### src/rtl/corelet_pkg.sv
// corelet_pkg: shared corelet constants -- inst bus bit positions, idle word, sequencer states.
package corelet_pkg;
    localparam int DEF_ROW      = 8;
    localparam int DEF_COL      = 8;
    localparam int DEF_ADDR_W   = 11;
    localparam int DEF_L0_DEPTH = 64;
    localparam int INST_W        = 34;
    localparam int INST_ACC      = 33;
    localparam int INST_CEN_PMEM = 32;
    localparam int INST_WEN_PMEM = 31;
    localparam int INST_A_PMEM   = 20;
    localparam int INST_CEN_XMEM = 19;
    localparam int INST_WEN_XMEM = 18;
    localparam int INST_A_XMEM   = 7;
    localparam int INST_OFIFO_RD = 6;
    localparam int INST_IFIFO_WR = 5;
    localparam int INST_IFIFO_RD = 4;
    localparam int INST_L0_RD    = 3;
    localparam int INST_L0_WR    = 2;
    localparam int INST_EXECUTE  = 1;
    localparam int INST_LOAD     = 0;
    localparam logic [INST_W-1:0] INST_IDLE = 34'h1_800C_0000;
    typedef enum logic [2:0] {
        S_IDLE, S_W_FILL, S_W_LOAD, S_W_GAP, S_A_FILL, S_A_EXEC, S_DRAIN, S_DONE
    } seq_state_e;
    function automatic logic [6:0] sat_n(input logic [6:0] n, input int depth);
        return (int'(n) > depth) ? 7'(depth) : n;
    endfunction
endpackage

### src/rtl/seq_addr_cnt.sv
// seq_addr_cnt: base-plus-offset address generator with issue counter and terminal-count flag.
//  clk, rst_n   clock, asynchronous active-low reset
//  i_load       restart at i_base with count 0 (usable in the same cycle as i_inc)
//  i_base       base address
//  i_inc        an access is issued this cycle at o_addr; advance afterwards
//  i_limit      count at which o_tc rises
//  o_addr       address of the access issued this cycle
//  o_tc         accesses issued so far == i_limit
module seq_addr_cnt #(
    parameter int AW = 11,
    parameter int CW = 7
) (
    input  logic          clk,
    input  logic          rst_n,
    input  logic          i_load,
    input  logic [AW-1:0] i_base,
    input  logic          i_inc,
    input  logic [CW-1:0] i_limit,
    output logic [AW-1:0] o_addr,
    output logic          o_tc
);
    logic [AW-1:0] r_addr;
    logic [CW-1:0] r_cnt, w_cnt;

    assign o_addr = i_load ? i_base : r_addr;
    assign w_cnt  = i_load ? '0 : r_cnt;
    assign o_tc   = w_cnt == i_limit;

    always_ff @(posedge clk or negedge rst_n) begin
        if (!rst_n) begin
            r_addr <= '0;
            r_cnt  <= '0;
        end else if (i_load || i_inc) begin
            r_addr <= o_addr + AW'(i_inc);
            r_cnt  <= w_cnt + CW'(i_inc);
        end
    end
endmodule

### src/rtl/corelet_inst_seq.sv
// corelet_inst_seq: drives the corelet inst bus through weight fill/load, activation fill/execute and psum drain.
//  clk, reset    clock, asynchronous active-low reset
//  start         one-cycle tile start, ignored unless idle
//  w_base/x_base xmem base addresses for weights/activations
//  p_base        pmem base address for psums
//  n_act         activation vectors (saturated to L0_DEPTH)
//  ofifo_valid   corelet ofifo holds a full row
//  inst          registered instruction word
//  busy, done    tile in progress / one-cycle completion pulse
//  perf_cycles   busy-cycle counter, present only with SEQ_PERF_EN defined
module corelet_inst_seq
    import corelet_pkg::*;
#(
    parameter int row      = DEF_ROW,
    parameter int col      = DEF_COL,
    parameter int ADDR_W   = DEF_ADDR_W,
    parameter int L0_DEPTH = DEF_L0_DEPTH
) (
    input  logic              clk,
    input  logic              reset,
    input  logic              start,
    input  logic [ADDR_W-1:0] w_base,
    input  logic [ADDR_W-1:0] x_base,
    input  logic [ADDR_W-1:0] p_base,
    input  logic [6:0]        n_act,
    input  logic              ofifo_valid,
    output logic [33:0]       inst,
    output logic              busy,
    output logic              done
`ifdef SEQ_PERF_EN
    ,output logic [31:0]      perf_cycles
`endif
);
    seq_state_e        r_state, w_state_nxt;
    logic [6:0]        r_cnt, w_cnt_nxt, r_n, w_x_limit, w_p_limit;
    logic [ADDR_W-1:0] r_x_base, w_x_base, w_x_addr, w_p_addr;
    logic [INST_W-1:0] r_inst, w_inst_nxt;
    logic              w_start, w_x_load, w_x_rd, w_x_tc, w_p_tc, w_rd, w_x_rd_cur, w_rd_cur;

    assign w_start    = start && (r_state == S_IDLE);
    // The word on the bus now tells what the next word must follow up with.
    assign w_x_rd_cur = !r_inst[INST_CEN_XMEM];
    assign w_rd_cur   = r_inst[INST_OFIFO_RD];

    always_comb begin
        w_state_nxt = r_state;
        case (r_state)
            S_IDLE:   if (start) w_state_nxt = S_W_FILL;
            S_W_FILL: if (r_cnt == 7'(col)) w_state_nxt = S_W_LOAD;
            S_W_LOAD: if (r_cnt == 7'(col - 1)) w_state_nxt = S_W_GAP;
            S_W_GAP:  if (r_cnt == 7'(row + col - 1)) w_state_nxt = (r_n == '0) ? S_DONE : S_A_FILL;
            S_A_FILL: if (r_cnt == r_n) w_state_nxt = S_A_EXEC;
            S_A_EXEC: if (r_cnt == r_n - 7'd1) w_state_nxt = S_DRAIN;
            S_DRAIN:  if (w_p_tc && !w_rd_cur) w_state_nxt = S_DONE;
            default:  w_state_nxt = S_IDLE;
        endcase
    end

    assign w_cnt_nxt = (w_state_nxt != r_state) ? '0 : r_cnt + 7'd1;
    assign w_x_load  = w_start || (w_state_nxt == S_A_FILL && r_state != S_A_FILL);
    assign w_x_base  = w_start ? w_base : r_x_base;
    assign w_x_limit = (w_state_nxt == S_W_FILL) ? 7'(col) : r_n;
    assign w_x_rd    = (w_state_nxt == S_W_FILL || w_state_nxt == S_A_FILL) && !w_x_tc;
    // A read in flight already owns a psum slot, so it counts against the limit.
    assign w_p_limit = r_n - 7'(w_rd_cur);
    assign w_rd      = (r_state == S_DRAIN) && ofifo_valid && !w_p_tc;

    seq_addr_cnt #(.AW(ADDR_W), .CW(7)) u_x_cnt (
        .clk     (clk),
        .rst_n   (reset),
        .i_load  (w_x_load),
        .i_base  (w_x_base),
        .i_inc   (w_x_rd),
        .i_limit (w_x_limit),
        .o_addr  (w_x_addr),
        .o_tc    (w_x_tc)
    );

    seq_addr_cnt #(.AW(ADDR_W), .CW(7)) u_p_cnt (
        .clk     (clk),
        .rst_n   (reset),
        .i_load  (w_start),
        .i_base  (p_base),
        .i_inc   (w_rd_cur),
        .i_limit (w_p_limit),
        .o_addr  (w_p_addr),
        .o_tc    (w_p_tc)
    );

    always_comb begin
        w_inst_nxt                           = INST_IDLE;
        w_inst_nxt[INST_CEN_XMEM]            = !w_x_rd;
        w_inst_nxt[INST_A_XMEM +: ADDR_W]    = w_x_rd ? w_x_addr : '0;
        w_inst_nxt[INST_L0_WR]               = w_x_rd_cur;
        w_inst_nxt[INST_L0_RD]               = w_state_nxt == S_W_LOAD || w_state_nxt == S_A_EXEC;
        w_inst_nxt[INST_LOAD]                = w_state_nxt == S_W_LOAD;
        w_inst_nxt[INST_EXECUTE]             = w_state_nxt == S_A_EXEC;
        w_inst_nxt[INST_OFIFO_RD]            = w_rd;
        w_inst_nxt[INST_CEN_PMEM]            = !w_rd_cur;
        w_inst_nxt[INST_WEN_PMEM]            = !w_rd_cur;
        w_inst_nxt[INST_A_PMEM +: ADDR_W]    = w_rd_cur ? w_p_addr : '0;
    end

    always_ff @(posedge clk or negedge reset) begin
        if (!reset) begin
            r_state  <= S_IDLE;
            r_cnt    <= '0;
            r_n      <= '0;
            r_x_base <= '0;
            r_inst   <= INST_IDLE;
        end else begin
            r_state <= w_state_nxt;
            r_cnt   <= w_cnt_nxt;
            r_inst  <= w_inst_nxt;
            if (w_start) begin
                r_n      <= sat_n(n_act, L0_DEPTH);
                r_x_base <= x_base;
            end
        end
    end

    assign inst = r_inst;
    assign busy = r_state != S_IDLE;
    assign done = r_state == S_DONE;

`ifdef SEQ_PERF_EN
    logic [31:0] r_perf;
    always_ff @(posedge clk or negedge reset) begin
        if (!reset)
            r_perf <= '0;
        else if (w_start)
            r_perf <= '0;
        else if (busy)
            r_perf <= r_perf + 32'd1;
    end
    assign perf_cycles = r_perf;
`endif
endmodule
### config.mk
export PLATFORM = sky130hd
export DESIGN_NAME = corelet_inst_seq
export DESIGN_NICKNAME = d
export VERILOG_FILES = /design/src/rtl/corelet_pkg.sv /design/src/rtl/seq_addr_cnt.sv /design/src/rtl/corelet_inst_seq.sv
export SDC_FILE = /design/constraint.sdc
export NUM_CORES = 1
export LEC_CHECK = 0
export ABC_CLOCK_PERIOD_IN_PS = 5300
export BUFFER_PORTS_ARGS = -buffer_cell sky130_fd_sc_hd__buf_2
export CAP_MARGIN = 10
export CORE_ASPECT_RATIO = 1.25
export CORE_MARGIN = 5
export CORE_UTILIZATION = 58
export DETAILED_ROUTE_END_ITERATION = 12
export HOLD_SLACK_MARGIN = 0.1
export PLACE_DENSITY = 0.84
export SYNTH_ARGS = -nofsm -noshare
export SYNTH_HDL_FRONTEND = slang
export SYNTH_SLANG_ARGS = --single-unit
### constraint.sdc
create_clock -name clk -period 5.3 [get_ports clk]
set_input_delay 0.265 -clock clk [delete_from_list [all_inputs] [get_ports clk]]
set_output_delay 0.265 -clock clk [all_outputs]
set_load 0.005 [all_outputs]
# Yosys cells after proc, flatten, opt, wreduce, memory -nomap -nowiden
# Index checks and enable logic that the tools add are counted.
# op_classes
addsub,7
order_cmp,1
n_eq_ne,20
mux,19
reduce_logical,19
# op_table
op,count
$mux 11,5
$mux 7,5
$eq 7x7->1,4
$add 11x1->11,2
$mux 3,7
$pmux 3 s7,1
$eq 3x3->1 const B,6
$add 7x1->7,2
$eq 7x4->1 const B,2
$eq 3x2->1 const B,3
$add 7x1->7 const B,1
$eq 7x3->1 const B,1
$gt 7x7->1 const B,1
$logic_not 7->1,1
$sub 7x1->7,1
$sub 7x1->7 const B,1
$eq 3x1->1 const B,2
$logic_and 1x1->1,6
$logic_not 1->1,5
$logic_or 1x1->1,5
$logic_not 3->1,1
$ne 3x3->1,1
$ne 3x3->1 const B,1
$reduce_bool 3->1,1
$mux 2,1
# word_totals
reg_bits,93
input_bits,44

# Logic depth before layout (Yosys ltp)
# Gate-level depths: netlist of run 1.
# logic_depth
ltp_word,15
ltp_mapped,20

# Modules after synthesis
# Synthesis of run 1 repeated with hierarchy kept, for this count alone.
# hier_totals
cells_unflattened,588
hier_area_um2,5532.8
# by_module_without_submodules
module,n_inst,cells_each,area_per_inst_um2,seq_area_each_um2
corelet_inst_seq,1,310,2902.8,1428.9
seq_addr_cnt,2,139,1315.0,450.4

# Least setup slack after synthesis of run 1
# No wires, ideal clock.
# synth_timing
path_type,flip-flop to flip-flop
start,reg r_n[4]
end,reg u_x_cnt.r_addr[9]
setup_time_ns,0.125
arrival_ns,3.980
required_ns,5.175
setup_slack_ns,1.195
stages_incl_launch_ff,18
n_path_buf,2
synth_period_minus_slack_ns,4.105
cell_sequence,dfrtp_1 buf_2 or3_4 or3_1 xnor2_1 a2111oi_0 o211a_1 a31oi_4 or2_4 buf_4 inv_1 ha_1 o21ai_0 a21oi_1 nand3_1 nor4b_1 xnor2_1 mux2_4
# synth_via
elab_chain_cells,13
word_cells_on_any_way,26
# synth_lines
item,line,text
"start, declared",corelet_inst_seq.sv:35,"logic [6:0] r_cnt, w_cnt_nxt, r_n, w_x_limit, w_p_limit;"
"start signal, assigned",corelet_inst_seq.sv:116,"r_n <= sat_n(n_act, L0_DEPTH);"
$sub 7x1->7,corelet_inst_seq.sv:65,assign w_p_limit = r_n - 7'(w_rd_cur);
$eq 7x7->1,seq_addr_cnt.sv:27,assign o_tc = w_cnt == i_limit;
$logic_and 1x1->1,corelet_inst_seq.sv:54,S_DRAIN: if (w_p_tc && !w_rd_cur) w_state_nxt = S_DONE;
$mux 3,corelet_inst_seq.sv:54,
$pmux 3 s7,corelet_inst_seq.sv:47,case (r_state)
$eq 3x3->1,"corelet_inst_seq.sv:60, corelet_inst_seq.sv:63",
$logic_and 1x1->1,corelet_inst_seq.sv:60,assign w_x_load = w_start || (w_state_nxt == S_A_FILL && r_state != S_A_FILL);
$logic_or 1x1->1,corelet_inst_seq.sv:60,
$mux 7,seq_addr_cnt.sv:26,assign w_cnt = i_load ? '0 : r_cnt;
$eq 7x7->1,seq_addr_cnt.sv:27,
$logic_not 1->1,corelet_inst_seq.sv:63,assign w_x_rd = (w_state_nxt == S_W_FILL || w_state_nxt == S_A_FILL) && !w_x_tc;
$logic_and 1x1->1,corelet_inst_seq.sv:63,
$add 11x1->11 / $logic_or 1x1->1 (equally long branches),"seq_addr_cnt.sv:34, seq_addr_cnt.sv:33",
"end signal, assigned",seq_addr_cnt.sv:34,r_addr <= o_addr + AW'(i_inc);
"end, declared",seq_addr_cnt.sv:22,logic [AW-1:0] r_addr;
# Several ways; a longest one is shown, not always the timed one.
# A chain may end at the register's enable or synchronous reset.

# Worst setup path after layout of run 1
# layout_timing
start,reg r_n[2]
end,reg u_x_cnt.r_addr[9]
# The elaborated chain is that of the path after synthesis.

==> implementation parameters, run 1 <==
Parameter                              Value

Clock tree
  Clock Path Buffers    2
  Master cell of the clock root buffer    sky130_fd_sc_hd__clkbuf_16
  Number of setup buffers added after CTS    0
  CTS clk-pin slew, worst paths    70 ps
  Sink Count    93
  H-tree level count    3
  Clock Latency Late Sink    350 ps
  Number of buffers added by the clock tree synthesis step    9
  TritonCTS clock tree    built

Placed design
  Detailed-placement wirelength estimate    slightly below 9 mm
  Count of port buffers added during placement    75
  Routability congestion estimate from global placement    0.940

Power and ir drop
  Static Leakage    about 3 nW
  Post-route total power    3.50 mW
  Power per Cell Area    551 nW/um^2
  Max VDD drop    0.304 mV

Timing
  Share of the clock period used by the worst path after layout    89.8%
  Fin crit period    ~4800 ps
  Post-Route Skew    11.6 ps
  Number of max-slew violations in the final report    0
  Setup tns final    0 ps
  RSZ-0062 raised after global routing    no
  Worst slew margin relative to its limit    approximately 31%
  Slew of the pin with the lowest slew margin    between 1000 and 1500 ps
  Max Fclk    210 MHz
  Number of hold violations in the final report    0
  Final setup fails    0

Critical path
  Crit Path Class    reg2reg
  Maximum fanout along the worst path    16
  Worst setup slack for register-to-register paths    540 ps
  CP endpoint kind    flop
  Critical Path RT    5540 ps
  Data arrival time of the worst path    4990 ps
  Critical Path Start Type    flop

Final layout
  Fraction of final layout cells sized beyond drive strength 1    between 10% and 20%
  Fin nets    717
  Area delta synth->final    13.2%
  Filler cell count    739
  Antenna diode count    0

Yosys
  Top FF cell, synth    sky130_fd_sc_hd__dfrtp_1
  Number of flops mapped to enable cells by yosys    0
  Post-synthesis cell type with the largest combined area    sky130_fd_sc_hd__dfrtp_1
  Flop and latch count out of synthesis    93
  Post-synth design cell area    about 5600 sq um
  Proportion of synthesized chip area in sequential cells    41.6%
  Cell with the most instances after synthesis    sky130_fd_sc_hd__nand2_1
  List of most frequent post-synthesis cells    sky130_fd_sc_hd__nand2_1 (98), sky130_fd_sc_hd__dfrtp_1 (91), sky130_fd_sc_hd__nor2_1 (55)
  Leading post-synthesis cells by cell area    sky130_fd_sc_hd__dfrtp_1 (41%), sky130_fd_sc_hd__nand2_1 (6.6%), sky130_fd_sc_hd__xnor2_1 (4.5%), sky130_fd_sc_hd__xor2_1 (4.1%), sky130_fd_sc_hd__nor2_1 (3.7%)
  Number of instances in the synthesized netlist    605
  Synthesized area per cell    9.26 sq um
  Yosys top cell area share    approximately 41%
  Share of async-settable or async-resettable flops after synthesis    100%
  Synth Warn #    0
  Netlist cell types    68

Global routing
  Overflow left after global routing    0
  Wire length of the first global-routing pass    21.9 mm
  Initial antenna violation count    0
  Pin count of the biggest net entering global routing    91
  Vias in the first global route    4642
  All-layer global routing usage    22.8%

Route
  Remaining antenna violation count after routing    0
  Via-per-instance ratio    5.91
  Via Count    4665
  DRC violation count after routing    0
  Routed WL    12.9 mm
  First-pass iteration count of the detailed router    5
  Average detailed-routed wire length per instance    ~16 um
  Iteration-0 DRC count of the detailed router    approximately 370

Die
  Standard-cell row count    40
  Floorplan die width    97.9 um
  Overall die area    11700 sq um
  Starting density of the core    58.6%
  DIE HEIGHT    120 um
  Top-level I/O count    80
  Placeable core area    9560 sq um

Run
  Max-cap violation count    0

Status
  Status    completed

Min path
  Class of the worst hold path    in2reg
power by group:
group | switching, mW | leakage (nW) | internal (mW)
Clock | 0.286 | 0.159 | 0.420
Sequential | 0.255 | 1.20 | 0.954
Combinational | 0.821 | 1.63 | 0.760
logic make-up after synthesis:
kind of cell	after synthesis	synth area share, %
AOI/OAI and AO/OA	82	10.2
xor gates and xnor gates	55	8.60
adders and majority gates	14	3.13
buffers and inverters	56	4.82
DFF	93	41.6
muxes	36	7.43
other	2	0.134
and+or+nand+nor	267	24.1
routing by layer:
layer  GRT usage [%]  vias up  part of all wire, %
li1                -     2199                    -
met1            28.2     2235                   40
met2            38.3      194                   51
met3            4.77       37                  6.6
met4            9.78        0                  2.9
met5               0        -                    0
worst max-delay path: stages, from the launching register on:
cell and delay [ps]:
sky130_fd_sc_hd__dfrtp_1 560, sky130_fd_sc_hd__or3_4 480, sky130_fd_sc_hd__or3_1 340, sky130_fd_sc_hd__xnor2_1 130, sky130_fd_sc_hd__a2111oi_0 860, sky130_fd_sc_hd__o211a_1 300
sky130_fd_sc_hd__a31oi_4 160, sky130_fd_sc_hd__or2_4 350, sky130_fd_sc_hd__inv_1 110, sky130_fd_sc_hd__ha_1 190, sky130_fd_sc_hd__o21ai_0 90, sky130_fd_sc_hd__a21oi_1 180
sky130_fd_sc_hd__nand3_1 160, sky130_fd_sc_hd__nor4b_1 380, sky130_fd_sc_hd__xnor2_1 100, sky130_fd_sc_hd__mux2_4 260
final cells by class:
class                           instances  area (sq um)  area share, %
Multi-Input combinational cell        458          3020           47.6
Sequential cell                        93          2330           36.7
Timing Repair Buffer                   83           460           7.26
Clock buffer                           10           229           3.61
Tap cell                              126           158           2.49
Clock inverter                          6          93.8           1.48
Inverter                               14          52.6          0.829
state kept, by name (all words and copies together) (netlist names):
| register | cells |
|---|---|
| inst | 29 |
| r_cnt | 7 |
| r_n | 7 |
| r_state | 3 |
| r_x_base | 11 |
| u_p_cnt.r_addr | 11 |
| u_p_cnt.r_cnt | 7 |
| u_x_cnt.r_addr | 11 |
| u_x_cnt.r_cnt | 7 |
cells in the final DEF, fill, tap and decap left out, types with 4 or more instances in the layout:
cell type,n
sky130_fd_sc_hd__nand2_1,98
sky130_fd_sc_hd__mux2_2,9
sky130_fd_sc_hd__o32ai_1,4
sky130_fd_sc_hd__nor2_1,55
sky130_fd_sc_hd__conb_1,4
sky130_fd_sc_hd__nand3b_1,9
sky130_fd_sc_hd__mux2_4,9
sky130_fd_sc_hd__dfrtp_1,91
sky130_fd_sc_hd__mux2i_1,18
sky130_fd_sc_hd__xnor2_1,29
sky130_fd_sc_hd__inv_1,14
sky130_fd_sc_hd__nor4_1,5
sky130_fd_sc_hd__ha_1,14
sky130_fd_sc_hd__nand4b_1,5
sky130_fd_sc_hd__nor2b_1,8
sky130_fd_sc_hd__or3_1,9
sky130_fd_sc_hd__o211ai_1,5
sky130_fd_sc_hd__buf_4,7
sky130_fd_sc_hd__nor3_1,9
sky130_fd_sc_hd__xor2_1,26
sky130_fd_sc_hd__clkbuf_16,9
sky130_fd_sc_hd__nand3_1,18
sky130_fd_sc_hd__nand4_1,10
sky130_fd_sc_hd__o31ai_1,4
sky130_fd_sc_hd__a31oi_1,4
sky130_fd_sc_hd__buf_2,74
sky130_fd_sc_hd__o21ai_0,24
sky130_fd_sc_hd__and3_1,11
sky130_fd_sc_hd__and2_1,5
sky130_fd_sc_hd__a21oi_1,14
path summary, 6_finish.rpt:
check,from,to,cells past startpoint
setup / recovery,r_n[2]$_DFFE_PN0P_,u_x_cnt.r_addr[9]$_DFFE_PN0P_,15
hold / removal,x_base[9],r_x_base[9]$_DFFE_PN0P_,3
setup reg to reg,r_n[2]$_DFFE_PN0P_,u_x_cnt.r_addr[9]$_DFFE_PN0P_,15
hold reg to reg,inst[19]$_DFF_PN1_,inst[2]$_DFF_PN0_,1
max in group asynchronous,reset,inst[19]$_DFF_PN1_,4
min in group asynchronous,reset,inst[3]$_DFF_PN0_,2
repair_timing:
item | CTS | global route
endpoints found under the hold margin | 3 | 0
gates resized for setup | 0 | 0
hold buffers | 1 | 0
through the flow:
step	hold slack, ps	setup WS [ps]	cell area [sq um]	utilization, %	std cells
floorplan	-30.6	1190	5610	-	607
global placement	57.3	911	5980	62.6	772
detailed placement	60.4	669	5980	62.6	772
CTS	105	610	6310	66.0	789
global route	112	323	6340	66.3	790
finish	109	542	6340	66.3	790
(Power assumes the default switching activity.)
==> inputs of run 2 (changes only) <==
--- a/config.mk
+++ b/config.mk
@@ -6,14 +6,14 @@
 export NUM_CORES = 1
 export LEC_CHECK = 0
 export ABC_CLOCK_PERIOD_IN_PS = 5300
-export BUFFER_PORTS_ARGS = -buffer_cell sky130_fd_sc_hd__buf_2
 export CAP_MARGIN = 10
 export CORE_ASPECT_RATIO = 1.25
 export CORE_MARGIN = 5
-export CORE_UTILIZATION = 58
+export CORE_UTILIZATION = 60
 export DETAILED_ROUTE_END_ITERATION = 12
+export DONT_BUFFER_PORTS = 1
 export HOLD_SLACK_MARGIN = 0.1
-export PLACE_DENSITY = 0.84
+export PLACE_DENSITY = 0.79
 export SYNTH_ARGS = -nofsm -noshare
 export SYNTH_HDL_FRONTEND = slang
 export SYNTH_SLANG_ARGS = --single-unit
==> run 2 against run 1 <==
Sequential power about the same. Die area decreased by 3.0%. Largest power group unchanged. Clock power decreased by 8.9%. Final area decreased by 3.2%. Combinational power decreased by 4%. Sequential cell count unchanged.
==> implementation parameters, run 2 (synthesis results as in run 1) <==
Parameter                              Value

Status
  Status    completed

Final layout
  Fin nets    661
  Antenna diode count    0
  Leading cell types in the layout, fill and taps excluded    sky130_fd_sc_hd__nand2_1 (98), sky130_fd_sc_hd__dfrtp_1 (91), sky130_fd_sc_hd__nor2_1 (55)
  Leading cell type in the layout, fill and taps excluded    sky130_fd_sc_hd__nand2_1
  Flip-flop count of the largest register after layout    29
  Area delta synth->final    9.51%
  Fraction of final layout cells sized beyond drive strength 1    a little under a tenth
  Cell area after layout    slightly above 6000 sq um
  Count of placed standard cells in the final layout, fillers left out    731

Timing
  Share of the clock period used by the worst path after layout    92.0%
  Hold slack final    118 ps
  Post-Route Skew    around 11 ps
  Setup tns final    0 ps
  Slew of the pin with the lowest slew margin    915 ps
  Number of max-slew violations in the final report    0
  Worst slew margin relative to its limit    37.4%
  RSZ-0062 raised after global routing    no
  Final setup fails    0
  Fin crit period    4880 ps
  Max Fclk    205 MHz
  Number of hold violations in the final report    0

Critical path
  Maximum single-stage delay on the critical path    810 ps
  Data arrival time of the worst path    5100 ps
  CP endpoint kind    flop
  Maximum fanout along the worst path    16
  Worst path slowest cell    sky130_fd_sc_hd__a2111oi_0
  Top Family by Delay on Critical Path    simple AND/OR/NAND/NOR gates
  Critical path, cell by cell    or3_4, or3_1, xnor2_1, a2111oi_0, o211a_1, a31oi_4, or2_4, inv_1, ha_1, o21ai_0, a21oi_1, nand3_1, nor4b_1, xnor2_1, mux2_4
  Buf/Inv on CP    1
  Critical Path Start Type    flop
  Crit Path Class    reg2reg
  Critical Path RT    5520 ps
  Critical path's most frequent cell    sky130_fd_sc_hd__xnor2_1

Run
  Max-cap violation count    0

Clock tree
  TritonCTS clock tree    built
  Master cell of the clock root buffer    sky130_fd_sc_hd__clkbuf_16
  Clock Path Buffers    2
  Sink Count    93
  Number of setup buffers added after CTS    0
  H-tree level count    3
  Number of gates given a new drive strength after cts    0
  Number of buffers added by the clock tree synthesis step    9
  CTS clk-pin slew, worst paths    70 ps
  Clock Latency Late Sink    350 ps

Route
  Via-per-instance ratio    5.98
  Iteration-0 DRC count of the detailed router    390
  DRC violation count after routing    0
  Via Count    4375
  First-pass iteration count of the detailed router    6
  Remaining antenna violation count after routing    0
  Routed WL    12.8 mm
  Average detailed-routed wire length per instance    between 15 and 20 um

Placed design
  Count of port buffers added during placement    0
  Cell Count Post-Placement    just under 700
  Placed inst area    5610 sq um
  Routability congestion estimate from global placement    0.877
  Detailed-placement wirelength estimate    8.59 mm

Die
  Standard-cell row count    39
  Top-level I/O count    80
  DIE HEIGHT    118 um
  Starting density of the core    between 60% and 70%
  Overall die area    between 10000 and 15000 sq um
  Placeable core area    9130 sq um
  Floorplan die width    96.4 um

Power and ir drop
  Max VDD drop    0.241 mV
  Power per Cell Area    551 nW/um^2
  Static Leakage    ~2.7 nW

Global routing
  Initial antenna violation count    0
  Pin count of the biggest net entering global routing    94
  Wire length of the first global-routing pass    between 20 and 25 mm
  All-layer global routing usage    between 20% and 30%
  Vias in the first global route    4518
  Overflow left after global routing    0

Min path
  Class of the worst hold path    in2reg
run 2: cell count changes in the layout (fill, tap and decap cells not counted):
cell / change
sky130_fd_sc_hd__dlygate4sd3_1: +19
sky130_fd_sc_hd__inv_8: -1
sky130_fd_sc_hd__buf_4: -2
sky130_fd_sc_hd__buf_2: -74
sky130_fd_sc_hd__buf_12: +1
sky130_fd_sc_hd__clkinvlp_4: +1
sky130_fd_sc_hd__bufinv_16: -1
sky130_fd_sc_hd__clkinv_4: +1
run 2: what timing repair did:
item / CTS / global route
endpoints found under the hold margin: 112 / 0
hold buffers: 21 / 0
setup endpoints to repair: 0 / 0
run 2: worst paths after layout:
path | from | end | slack [ps] | cells after the start
max in group asynchronous | reset | inst[31]$_DFF_PN1_ | 4390 | 2
worst max register to register | r_n[2]$_DFFE_PN0P_ | u_x_cnt.r_addr[9]$_DFFE_PN0P_ | 420 | 15
worst max-delay path | r_n[2]$_DFFE_PN0P_ | u_x_cnt.r_addr[9]$_DFFE_PN0P_ | 420 | 15
min in group asynchronous | reset | u_x_cnt.r_cnt[3]$_DFFE_PN0P_ | 550 | 2
worst min-delay path | p_base[9] | inst[29]$_DFF_PN0_ | 120 | 2
worst min register to register | inst[19]$_DFF_PN1_ | inst[2]$_DFF_PN0_ | 450 | 1
run 2: report_power, final:
part | internal (mW) | switching (mW)
clock | 0.369 | 0.274
combinational | 0.728 | 0.781
sequential | 0.955 | 0.273
total | 2.05 | 1.33
run 2: worst reg2reg max path, delay by kind of cell (launching register included):
kind | cells | cell delay (ps)
xor+xnor | 2 | 260
mux | 1 | 270
buf+inv | 1 | 110
flops | 1 | 580
compound gates | 5 | 1580
fa+ha+maj | 1 | 210
simple gates | 5 | 1750
run 2: through the flow:
| step | utilization, % | total power, mW | setup slack, ps |
|---|---|---|---|
| 6_report | 67.3 | 3.38 | 422 |
| 5_1_grt | 67.3 | 3.62 | 116 |
| 4_1_cts | 67.3 | 3.38 | 510 |
| 3_5_place_dp | 61.5 | 2.69 | 676 |
| 3_3_place_gp | 61.5 | 2.62 | 910 |
| 2_1_floorplan | - | 2.44 | 1190 |
run 2: cell type report:
class / count / area [sq um]
sequential: 93 / 2330
inverter: 14 / 52.6
clock buffer: 10 / 229
multi-input combinational: 458 / 3020
clock inverter: 6 / 68.8
timing repair buffer: 27 / 285
fill: 707 / 2990
tap: 123 / 154
run 2: per-layer routing:
metal	routed length, um	GRT usage, %	part of all wire (%)
met1	5360	31.1	42
met2	6350	37.1	50
met3	942	6.71	7.4
met4	156	7.19	1.2
met5	0	0	0
